<file path="config.mk">
export PLATFORM = sky130hd
export DESIGN_NAME = sprite_motion_sched
export DESIGN_NICKNAME = d
export VERILOG_FILES = /design/src/rtl/sprite_motion_sched.sv
export SDC_FILE = /design/constraint.sdc
export NUM_CORES = 1
export LEC_CHECK = 0
export ABC_CLOCK_PERIOD_IN_PS = 7700
export BUFFER_PORTS_ARGS = -buffer_cell sky130_fd_sc_hd__buf_2
export CORE_UTILIZATION = 50
export CTS_CLUSTER_DIAMETER = 30
export DETAILED_ROUTE_END_ITERATION = 8
export GPL_TIMING_DRIVEN = 0
export HOLD_SLACK_MARGIN = 0.02
export PLACE_DENSITY = 0.68
export SYNTH_ARGS = -nofsm -noshare
export SYNTH_HDL_FRONTEND = slang
export SYNTH_SLANG_ARGS = --single-unit
</file>
<file path="constraint.sdc">
create_clock -name clk_i -period 7.7 [get_ports clk_i]
set_input_delay 0.77 -clock clk_i [delete_from_list [all_inputs] [get_ports clk_i]]
set_output_delay 0.77 -clock clk_i [all_outputs]
set_load 0.005 [all_outputs]
</file>
<file path="src/rtl/sprite_motion_sched.sv">
// Per-frame sprite motion scheduler with a lowest-index-wins pixel mixer.
// Define SPRITE_OVERLAP_EN to build the sticky sprite-overlap flag on overlap_o.
module sprite_motion_sched #(
  parameter int unsigned N_OBJ    = 4,
  parameter int unsigned H_ACTIVE = 640,
  parameter int unsigned V_ACTIVE = 480,
  parameter int unsigned SIZE     = 4,
  parameter logic [15:0] BG_COLOR = 16'h0000
) (
  input  logic        clk_i,
  input  logic        reset_i,
  input  logic [15:0] row_i,
  input  logic [15:0] column_i,
  input  logic        cfg_we_i,
  input  logic [2:0]  cfg_idx_i,
  input  logic        cfg_en_i,
  input  logic [15:0] cfg_x_i,
  input  logic [15:0] cfg_y_i,
  input  logic [3:0]  cfg_dx_i,
  input  logic [3:0]  cfg_dy_i,
  input  logic [15:0] cfg_color_i,
  output logic        cfg_ready_o,
  output logic        busy_o,
  output logic [15:0] rgb_o,
  output logic [15:0] frame_cnt_o,
  output logic        overlap_o
);

  localparam int unsigned IdxW = (N_OBJ > 1) ? $clog2(N_OBJ) : 1;
  localparam logic [15:0] XMax = 16'(H_ACTIVE - SIZE);
  localparam logic [15:0] YMax = 16'(V_ACTIVE - SIZE);

  typedef enum logic [1:0] {StIdle, StCalc, StWrite, StDone} state_e;

  state_e            state_q, state_d;
  logic [IdxW-1:0]   idx_q, idx_d;
  logic [15:0]       nx_q, ny_q;
  logic              fs_cond, fs_cond_q, fs;
  logic [15:0]       frame_cnt_q;
  logic [15:0]       rgb_q, rgb_d;
  logic              cfg_accept;
  logic              x_bounce, y_bounce;
  logic [N_OBJ-1:0]  hit;

  logic              en_q    [N_OBJ];
  logic [15:0]       x_q     [N_OBJ];
  logic [15:0]       y_q     [N_OBJ];
  logic [3:0]        dx_q    [N_OBJ];
  logic [3:0]        dy_q    [N_OBJ];
  logic [15:0]       color_q [N_OBJ];

  // Edge-detect so a column held by a slow pixel enable yields one pulse.
  assign fs_cond    = (row_i == 16'(V_ACTIVE)) && (column_i == 16'd0);
  assign fs         = fs_cond && !fs_cond_q;
  assign cfg_accept = cfg_we_i && cfg_ready_o;
  assign x_bounce   = nx_q[15] || (nx_q > XMax);
  assign y_bounce   = ny_q[15] || (ny_q > YMax);

  always_comb begin
    state_d = state_q;
    idx_d   = idx_q;
    case (state_q)
      StIdle: begin
        if (fs) begin
          state_d = StCalc;
          idx_d   = '0;
        end
      end
      StCalc:  state_d = StWrite;
      StWrite: begin
        if (idx_q == IdxW'(N_OBJ - 1)) begin
          state_d = StDone;
        end else begin
          state_d = StCalc;
          idx_d   = idx_q + 1'b1;
        end
      end
      StDone:  state_d = StIdle;
      default: state_d = StIdle;
    endcase
  end

  always_ff @(posedge clk_i) begin
    if (reset_i) begin
      state_q     <= StIdle;
      idx_q       <= '0;
      nx_q        <= '0;
      ny_q        <= '0;
      fs_cond_q   <= 1'b0;
      frame_cnt_q <= '0;
      rgb_q       <= BG_COLOR;
    end else begin
      state_q   <= state_d;
      idx_q     <= idx_d;
      fs_cond_q <= fs_cond;
      rgb_q     <= rgb_d;
      if (fs) frame_cnt_q <= frame_cnt_q + 16'd1;
      if (state_q == StCalc) begin
        nx_q <= x_q[idx_q] + {{12{dx_q[idx_q][3]}}, dx_q[idx_q]};
        ny_q <= y_q[idx_q] + {{12{dy_q[idx_q][3]}}, dy_q[idx_q]};
      end
    end
  end

  always_ff @(posedge clk_i) begin
    if (reset_i) begin
      for (int i = 0; i < int'(N_OBJ); i++) begin
        en_q[i]    <= 1'b0;
        x_q[i]     <= '0;
        y_q[i]     <= '0;
        dx_q[i]    <= '0;
        dy_q[i]    <= '0;
        color_q[i] <= '0;
      end
    end else begin
      for (int i = 0; i < int'(N_OBJ); i++) begin
        if (cfg_accept && (cfg_idx_i == 3'(i))) begin
          en_q[i]    <= cfg_en_i;
          x_q[i]     <= cfg_x_i;
          y_q[i]     <= cfg_y_i;
          dx_q[i]    <= cfg_dx_i;
          dy_q[i]    <= cfg_dy_i;
          color_q[i] <= cfg_color_i;
        end else if ((state_q == StWrite) && (idx_q == IdxW'(i)) && en_q[i]) begin
          if (x_bounce) dx_q[i] <= -dx_q[i];
          else          x_q[i]  <= nx_q;
          if (y_bounce) dy_q[i] <= -dy_q[i];
          else          y_q[i]  <= ny_q;
        end
      end
    end
  end

  // 17-bit compares keep x+SIZE from wrapping near the top of the range.
  always_comb begin
    hit   = '0;
    rgb_d = BG_COLOR;
    for (int i = 0; i < int'(N_OBJ); i++) begin
      hit[i] = en_q[i]
            && ({1'b0, column_i} >= {1'b0, x_q[i]})
            && ({1'b0, column_i} <  ({1'b0, x_q[i]} + 17'(SIZE)))
            && ({1'b0, row_i}    >= {1'b0, y_q[i]})
            && ({1'b0, row_i}    <  ({1'b0, y_q[i]} + 17'(SIZE)));
    end
    for (int i = int'(N_OBJ) - 1; i >= 0; i--) begin
      if (hit[i]) rgb_d = color_q[i];
    end
  end

`ifdef SPRITE_OVERLAP_EN
  logic overlap_q;
  logic active;
  logic multi_hit;

  assign active    = (row_i < 16'(V_ACTIVE)) && (column_i < 16'(H_ACTIVE));
  assign multi_hit = |(hit & (hit - N_OBJ'(1)));

  always_ff @(posedge clk_i) begin
    if (reset_i)                  overlap_q <= 1'b0;
    else if (fs)                  overlap_q <= 1'b0;
    else if (active && multi_hit) overlap_q <= 1'b1;
  end

  assign overlap_o = overlap_q;
`else
  assign overlap_o = 1'b0;
`endif

  assign cfg_ready_o = (state_q == StIdle);
  assign busy_o      = (state_q != StIdle);
  assign rgb_o       = rgb_q;
  assign frame_cnt_o = frame_cnt_q;

endmodule
</file>
==> impl_metrics.csv, run 1 <==
group,metric,value,unit
logic_synthesis,synth_top_family_by_area,"adder cells",
critical_path,cp_slowest_stage_delay,780,ps
grt,grt_pass1_wl,103000,um
logic_synthesis,syn-num-nets,2558,
clocking,cts_setup_buffers,0,
floorplan,chipWidth,213,um
logic_synthesis,yosys_warnings,0,
layout,fillers,3790,
placed_design,place_ws,2900,ps
clocking,clkTransAtPathRegs,60,ps
power_and_ir_drop,switchingPower,1.23,mW
clocking,cts_tree,"yes",
critical_path,crit_family,"compound AO/OA/AOI/OAI gates",
clocking,holdBufCountCts,0,
sta,setup_ws,2780,ps
clocking,cts_sinks,299,
placed_design,routabilityCongestion,0.959,
critical_path,end_kind,"register",
drt,drc_errors,0,
sta,rsz0062_at_grt,"false",
layout,final_cell_count_no_fill,2968,
sta,finalSetupTns,0,ps
clocking,clk_latency,560,ps
critical_path,reg2reg_slack,2780,ps
critical_path,cp_num_buf_inv,2,
run,maxCapViolations,0,
power_and_ir_drop,comb_power_share,14.7,%
placed_design,placed_cell_area,0.0238,mm^2
critical_path,path_depth,12,
floorplan,die_h,213,um
drt,viasPerCell,6.20,
layout,post-route-util,57.9,%
sta,setup_viol,0,
critical_path,critPathCapture,"ny_q[15]",
drt,antenna_left,0,
worst_hold_path,min_path_type,"reg -> reg",
logic_synthesis,syn_inst,2170,
power_and_ir_drop,power.internal,3.16,mW
floorplan,start_util,51.1,%
logic_synthesis,synth_edf_count,228,
drt,detail_route.wl_per_cell,23.0,um
logic_synthesis,synthMuxAreaShare,4.28,%
power_and_ir_drop,p_sw_share,28.1,%
run_status,status,"finished clean",
sta,final-max-slew-violation-count,0,
grt,antenna_found_initial,7,
layout,fin_nets,2737,
drt,drtIter0Drc,1494,
critical_path,crit_chain,"clkbuf_1, clkbuf_1, mux4_2, ha_1, a211oi_1, o21ai_0, a311oi_1, o21bai_1, a21oi_1, o21ai_0, a211o_1, o311a_1",
grt,grt_max_degree,19,
floorplan,io_pins,130,
drt,vias,18400,
power_and_ir_drop,leakage,10.2,nW
layout,drive_gt1_share,13.1,%
layout,regArea,0.00827,mm^2
sta,fin_skew,22.0,ps
floorplan,core_area,0.0435,mm^2
grt,grt_util_all_layers,30.4,%
critical_path,worstPathRequired,8150,ps
logic_synthesis,yosys-top-cells-area,"edfxtp_1 (31%), ha_1 (16%), dfxtp_1 (6.4%)",
critical_path,setup.worst_path.class,"reg -> reg",
critical_path,crit_arrival,5370,ps
power_and_ir_drop,ir_worst_vdd,0.188,mV
logic_synthesis,synth.ff_latch_count,299,
floorplan,num_rows,76,
logic_synthesis,synth-adder-area-share,16.6,%
clocking,htree_levels,2,
placed_design,dp_cells,2891,
grt,globalRouteOverflowTotal,0,
logic_synthesis,yosysUniqueCellTypes,84,
clocking,cts_root_buf,"clkbuf_16",
sta,post-route-period-util,63.9,%
floorplan,fp.dieArea,0.0453,mm^2
layout,final_area,0.0251,mm^2
logic_synthesis,synth_xor_area_share,5.79,%
power_and_ir_drop,fin_total_pwr,4.40,mW
sta,hold_violations,0,
logic_synthesis,synthArstFlopShare,0,%
clocking,cts_inserted_buffers,41,
layout,area_growth,13.1,%
sta,worst_pin_slew,1240,ps
clocking,clock_path_buffers,3,
power_and_ir_drop,seqPwrFrac,42.4,%
power_and_ir_drop,clkPwrFrac,42.9,%
drt,dr.pass1.iters,6,
grt,grt_pass1_vias,18200,
logic_synthesis,synth-simple-area-share,15.5,%
layout,multi_input_area,0.0129,mm^2
placed_design,place_hpwl,53000,um
critical_path,cp_slowest_cell,"clkbuf_1",
placed_design,port_buffers,128,
critical_path,cp-start-kind,"register",
critical_path,rr_endpoint,"ny_q[15]",
sta,holdWs,453,ps
sta,clock.fmax,203,MHz
sta,slew_headroom,17.1,%
power_and_ir_drop,p_per_area,175,mW/mm^2
logic_synthesis,yosysTopAreaCell,"edfxtp_1",
logic_synthesis,syn_area,0.0222,mm^2
logic_synthesis,yosysSeqAreaShare,37.2,%
drt,routed_wl,68200,um
logic_synthesis,yosys_most_used_dff,"edfxtp_1",
logic_synthesis,yosysTopAreaCellShare,30.8,%
critical_path,rr_worst_depth,12,
logic_synthesis,synth_compound_area_share,15.9,%
logic_synthesis,avgSynthCellArea,10.2,um^2
sta,min_period,4920,ps
critical_path,cp_max_fo,10,
clocking,cts.repair.resized,0,
## registers in the layout, indices dropped and copies added (netlist names), named ones only
signal and flops:
color_q 64, dx_q 16, dy_q 16, en_q 4
frame_cnt_o 16, fs_cond_q 1, idx_q 2, nx_q 16
ny_q 16, rgb_o 16, state_q 2, x_q 64
y_q 64
## Yosys cell counts (all sizes together) (4+ instances only)
| master | count |
|---|---|
| a2111oi | 10 |
| a211o | 6 |
| a211oi | 26 |
| a21o | 28 |
| a21oi | 83 |
| a22o | 105 |
| a311oi | 6 |
| a31oi | 27 |
| and2 | 101 |
| and3 | 46 |
| and4 | 12 |
| buf | 24 |
| clkbuf | 51 |
| dfxtp | 71 |
| edfxtp | 228 |
| ha | 291 |
| inv | 192 |
| mux2i | 5 |
| mux4 | 40 |
| nand2 | 101 |
| nand2b | 25 |
| nand3 | 78 |
| nand4 | 52 |
| nor2 | 104 |
| nor2b | 15 |
| nor3 | 69 |
| nor4 | 16 |
| o2111ai | 23 |
| o211ai | 27 |
| o21a | 21 |
| o21ai | 72 |
| o221ai | 6 |
| o311a | 5 |
| o311ai | 4 |
| o31ai | 4 |
| or3 | 8 |
| or4 | 4 |
| xnor2 | 128 |
| xor2 | 19 |
## power groups by stage
stage               combinational, mW  sequential [mW]  clock, mW
floorplan                       0.418             1.86          0
CTS                             0.644             1.86       1.90
global placement                0.604             1.89          0
global route                    0.719             1.87       1.96
detailed placement              0.639             1.89          0
finish                          0.647             1.86       1.89
## tightest hold or removal path, cell delays in order, from the launching register on
cell and delay (ps):
dfxtp_1 310, nand2_1 50, a21oi_1 50
## per-layer routing
layer	wire (um)	global-route usage, %	vias up	part of all wire [%]
li1	-	-	8547	-
met2	32500	50.7	764	48
met5	65	0	-	0.095
met4	2410	12.1	10	3.5
met3	5520	5.07	149	8.1
met1	27800	39.1	8936	41
## how the worst min path moves through the flow
stage	start	endpoint	slack, ps	cells after the start
2_1_floorplan	ny_q[11]	ny_q[11]	430	2
3_3_place_gp	nx_q[11]	nx_q[11]	440	2
3_5_place_dp	nx_q[12]	nx_q[12]	450	2
4_1_cts	nx_q[12]	nx_q[12]	450	2
5_1_grt	nx_q[11]	nx_q[11]	480	2
6_report	nx_q[12]	nx_q[12]	450	2
## logic make-up (layout without fill, tap and decap cells)
family,count (synthesis),count (layout)
AO/OA/AOI/OAI,476,476
XOR/XNOR,147,147
adder cells (fa/ha/maj),293,293
buffers and inverters,267,479
flip-flops,299,299
multiplexers,45,45
other,1,2
AND/OR/NAND/NOR,642,642
## placed cells by master, fill, tap and decap left out, types with 6 or more instances in the layout
master and count:
nor3_1 67, nor2_1 104, o211ai_2 10, or3_1 7
o2111ai_1 23, a211oi_1 26, o21a_1 21, nand4_1 52
nor2b_1 15, and2_1 101, edfxtp_1 228, nand2_1 101
a2111oi_0 8, inv_6 7, a21o_1 28, o211ai_1 17
ha_1 291, xnor2_1 128, and4_1 11, inv_1 190
mux4_2 40, o221ai_1 6, clkbuf_1 55, a22o_1 105
a31oi_1 27, buf_8 8, clkbuf_16 42, a21oi_1 83
o21ai_0 61, clkinvlp_4 6, nand3_1 76, nor4_1 15
buf_2 145, dfxtp_1 71, xor2_1 19, o21ai_2 8
and3_1 45, nand2b_1 25
## final cells by class
class / instances / area share (%)
inverter: 192 / 2.87
buffer: 75 / 1.36
sequential: 299 / 32.9
timing repair buffer: 136 / 3.03
multi-input combinational: 1604 / 51.4
tap: 585 / 2.91
clock buffer: 47 / 4.29
antenna: 1 / 0.00995
clock inverter: 29 / 1.24
Power figures use the tool's default switching activity.
==> run 2, diff against run 1 <==
- ABC_CLOCK_PERIOD_IN_PS: 7700 -> 4100
- PLACE_DENSITY: 0.68 -> 0.7
- clock period: 7.7 -> 4.1 ns (I/O delays scaled with it)
==> run 2 against run 1 <==
Die area did not move. Via count rose by 0.14%. Register-to-register slack got worse by 2700 ps. Fmax rose by 22%. Wire length fell by 1.5%. Flip-flop and latch count did not move. Clock power rose by 80%. First-iteration DRC count fell by 6.4%. Power rose by 85%. Critical path depth rose by 4. Clock skew fell by 0.66 ps. Sequential share of layout area fell by 0.19 points. Largest power group is now registers.
==> impl_metrics.csv, run 2 (synthesized netlist as in run 1, its figures left out) <==
group,metric,value,unit
drt,antenna_left,0,
critical_path,crit_family,"compound AO/OA/AOI/OAI gates",
sta,hold_violations,0,
run_status,status,"finished clean",
sta,slew_headroom,16.2,%
layout,final_common_cell,"ha_1",
sta,final-max-slew-violation-count,0,
grt,grt_pass1_vias,18100,
placed_design,port_buffers,128,
layout,area_growth,13.8,%
grt,globalRouteOverflowTotal,0,
critical_path,worstPathRequired,4470,ps
drt,viasPerCell,6.21,
power_and_ir_drop,fin_total_pwr,8.15,mW
clocking,cts_tree,"yes",
floorplan,chipWidth,213,um
layout,reg_top3,"color_q: 64 flops, x_q: 64 flops, y_q: 64 flops",
critical_path,setup.worst_path.class,"reg -> reg",
power_and_ir_drop,ir_worst_vdd,0.311,mV
critical_path,crit_chain,"and3_1, and3_1, and2_2, nand2_1, xnor2_1, ha_1, a21o_1, a2111oi_4, nand3b_1, a31oi_4, o32ai_4, buf_12, or2_1, buf_2, a311oi_1, o21ai_0",
critical_path,cp_num_buf_inv,2,
drt,vias,18400,
placed_design,dp_cells,2889,
floorplan,fp.dieArea,0.0453,mm^2
placed_design,place_hpwl,52000,um
clocking,clock_path_buffers,3,
sta,worst_pin_slew,1250,ps
floorplan,start_util,51.1,%
floorplan,die_h,213,um
critical_path,end_kind,"register",
clocking,clkTransAtPathRegs,60,ps
critical_path,cp_slowest_cell,"edfxtp_1",
sta,setup_ws,75.3,ps
floorplan,num_rows,76,
layout,final_area,0.0253,mm^2
grt,antenna_found_initial,7,
run,maxCapViolations,0,
grt,grt_pass1_wl,101000,um
worst_hold_path,min_path_type,"in -> reg",
drt,routed_wl,67200,um
layout,fin_nets,2741,
drt,drc_errors,0,
critical_path,cp_max_fo,7,
layout,final_cell_count_no_fill,2970,
sta,holdWs,182,ps
critical_path,cp-start-kind,"register",
sta,setup_viol,0,
power_and_ir_drop,leakage,10.3,nW
floorplan,core_area,0.0435,mm^2
grt,grt_max_degree,19,
placed_design,routabilityCongestion,0.976,
sta,post-route-period-util,98.2,%
sta,min_period,4020,ps
sta,finalSetupTns,0,ps
placed_design,placed_cell_area,0.0237,mm^2
floorplan,io_pins,130,
layout,fillers,3676,
clocking,clk_latency,540,ps
clocking,holdBufCountCts,0,
power_and_ir_drop,p_per_area,322,mW/mm^2
clocking,cts_inserted_buffers,39,
clocking,cts_root_buf,"clkbuf_16",
sta,clock.fmax,248,MHz
layout,post-route-util,58.2,%
drt,drtIter0Drc,1399,
clocking,htree_levels,2,
sta,fin_skew,21.3,ps
critical_path,cp_slowest_stage_delay,470,ps
layout,layout_common_cells,"ha_1 (290), edfxtp_1 (228), inv_1 (190)",
drt,dr.pass1.iters,5,
placed_design,place_ws,-749,ps
critical_path,path_common_cell,"and3_1",
grt,grt_util_all_layers,29.6,%
layout,drive_gt1_share,14.2,%
critical_path,crit_arrival,4400,ps
clocking,cts_sinks,299,
drt,detail_route.wl_per_cell,22.6,um
-- run 2: layout make-up --
cell class	count	area, um^2	share of cell area (%)
Buffer	72	369	1.46
Sequential cell	299	8270	32.7
Clock inverter	23	225	0.890
Multi-Input combinational cell	1604	13000	51.6
Timing Repair Buffer	145	838	3.31
Antenna cell	2	5.00	0.0198
Clock buffer	48	1090	4.33
Inverter	192	721	2.85
Tap cell	585	732	2.89
-- run 2: where the power goes --
part           switching, mW  internal, mW
registers              0.122          3.38
clock network           1.38          2.02
logic                  0.748         0.498
-- run 2: worst paths after layout --
| check | from | to | slack [ps] | cells past startpoint |
|---|---|---|---|---|
| setup / recovery | x_q[2][4] | rgb_o[14] | 80 | 16 |
| hold / removal | cfg_y_i[12] | y_q[3][12] | 180 | 2 |
| setup reg to reg | x_q[2][4] | rgb_o[14] | 80 | 16 |
| hold reg to reg | ny_q[11] | ny_q[11] | 470 | 2 |
-- run 2: timing repair --
item | 4_1_cts | 5_1_grt
resized for setup | 18 | 27
buffers inserted | 6 | 5
pin swaps | 2 | 2
gates cloned | 0 | 0
setup endpoints to repair | 30 | 23
endpoints found under the hold margin | 0 | 0
-- run 2: layer usage --
layer  global-route usage (%)  vias up  part of all wire [%]  wire (um)
li1                         -     8549                     -          -
met1                     38.6     8923                    41      27600
met2                     49.0      780                    47      31600
met3                     4.13      172                   7.7       5210
met4                     13.0        8                   4.1       2740
met5                        0        -                 0.068         46
-- run 2: worst reg2reg max path, stage by stage (launching register included) --
cell       delay, ps
edfxtp_1         470
and3_1           240
and3_1           210
and2_2           240
nand2_1           90
xnor2_1          120
ha_1             260
a21o_1           220
a2111oi_4        390
nand3b_1         170
a31oi_4          240
o32ai_4          130
buf_12           160
or2_1            200
buf_2            180
a311oi_1         370
o21ai_0          210
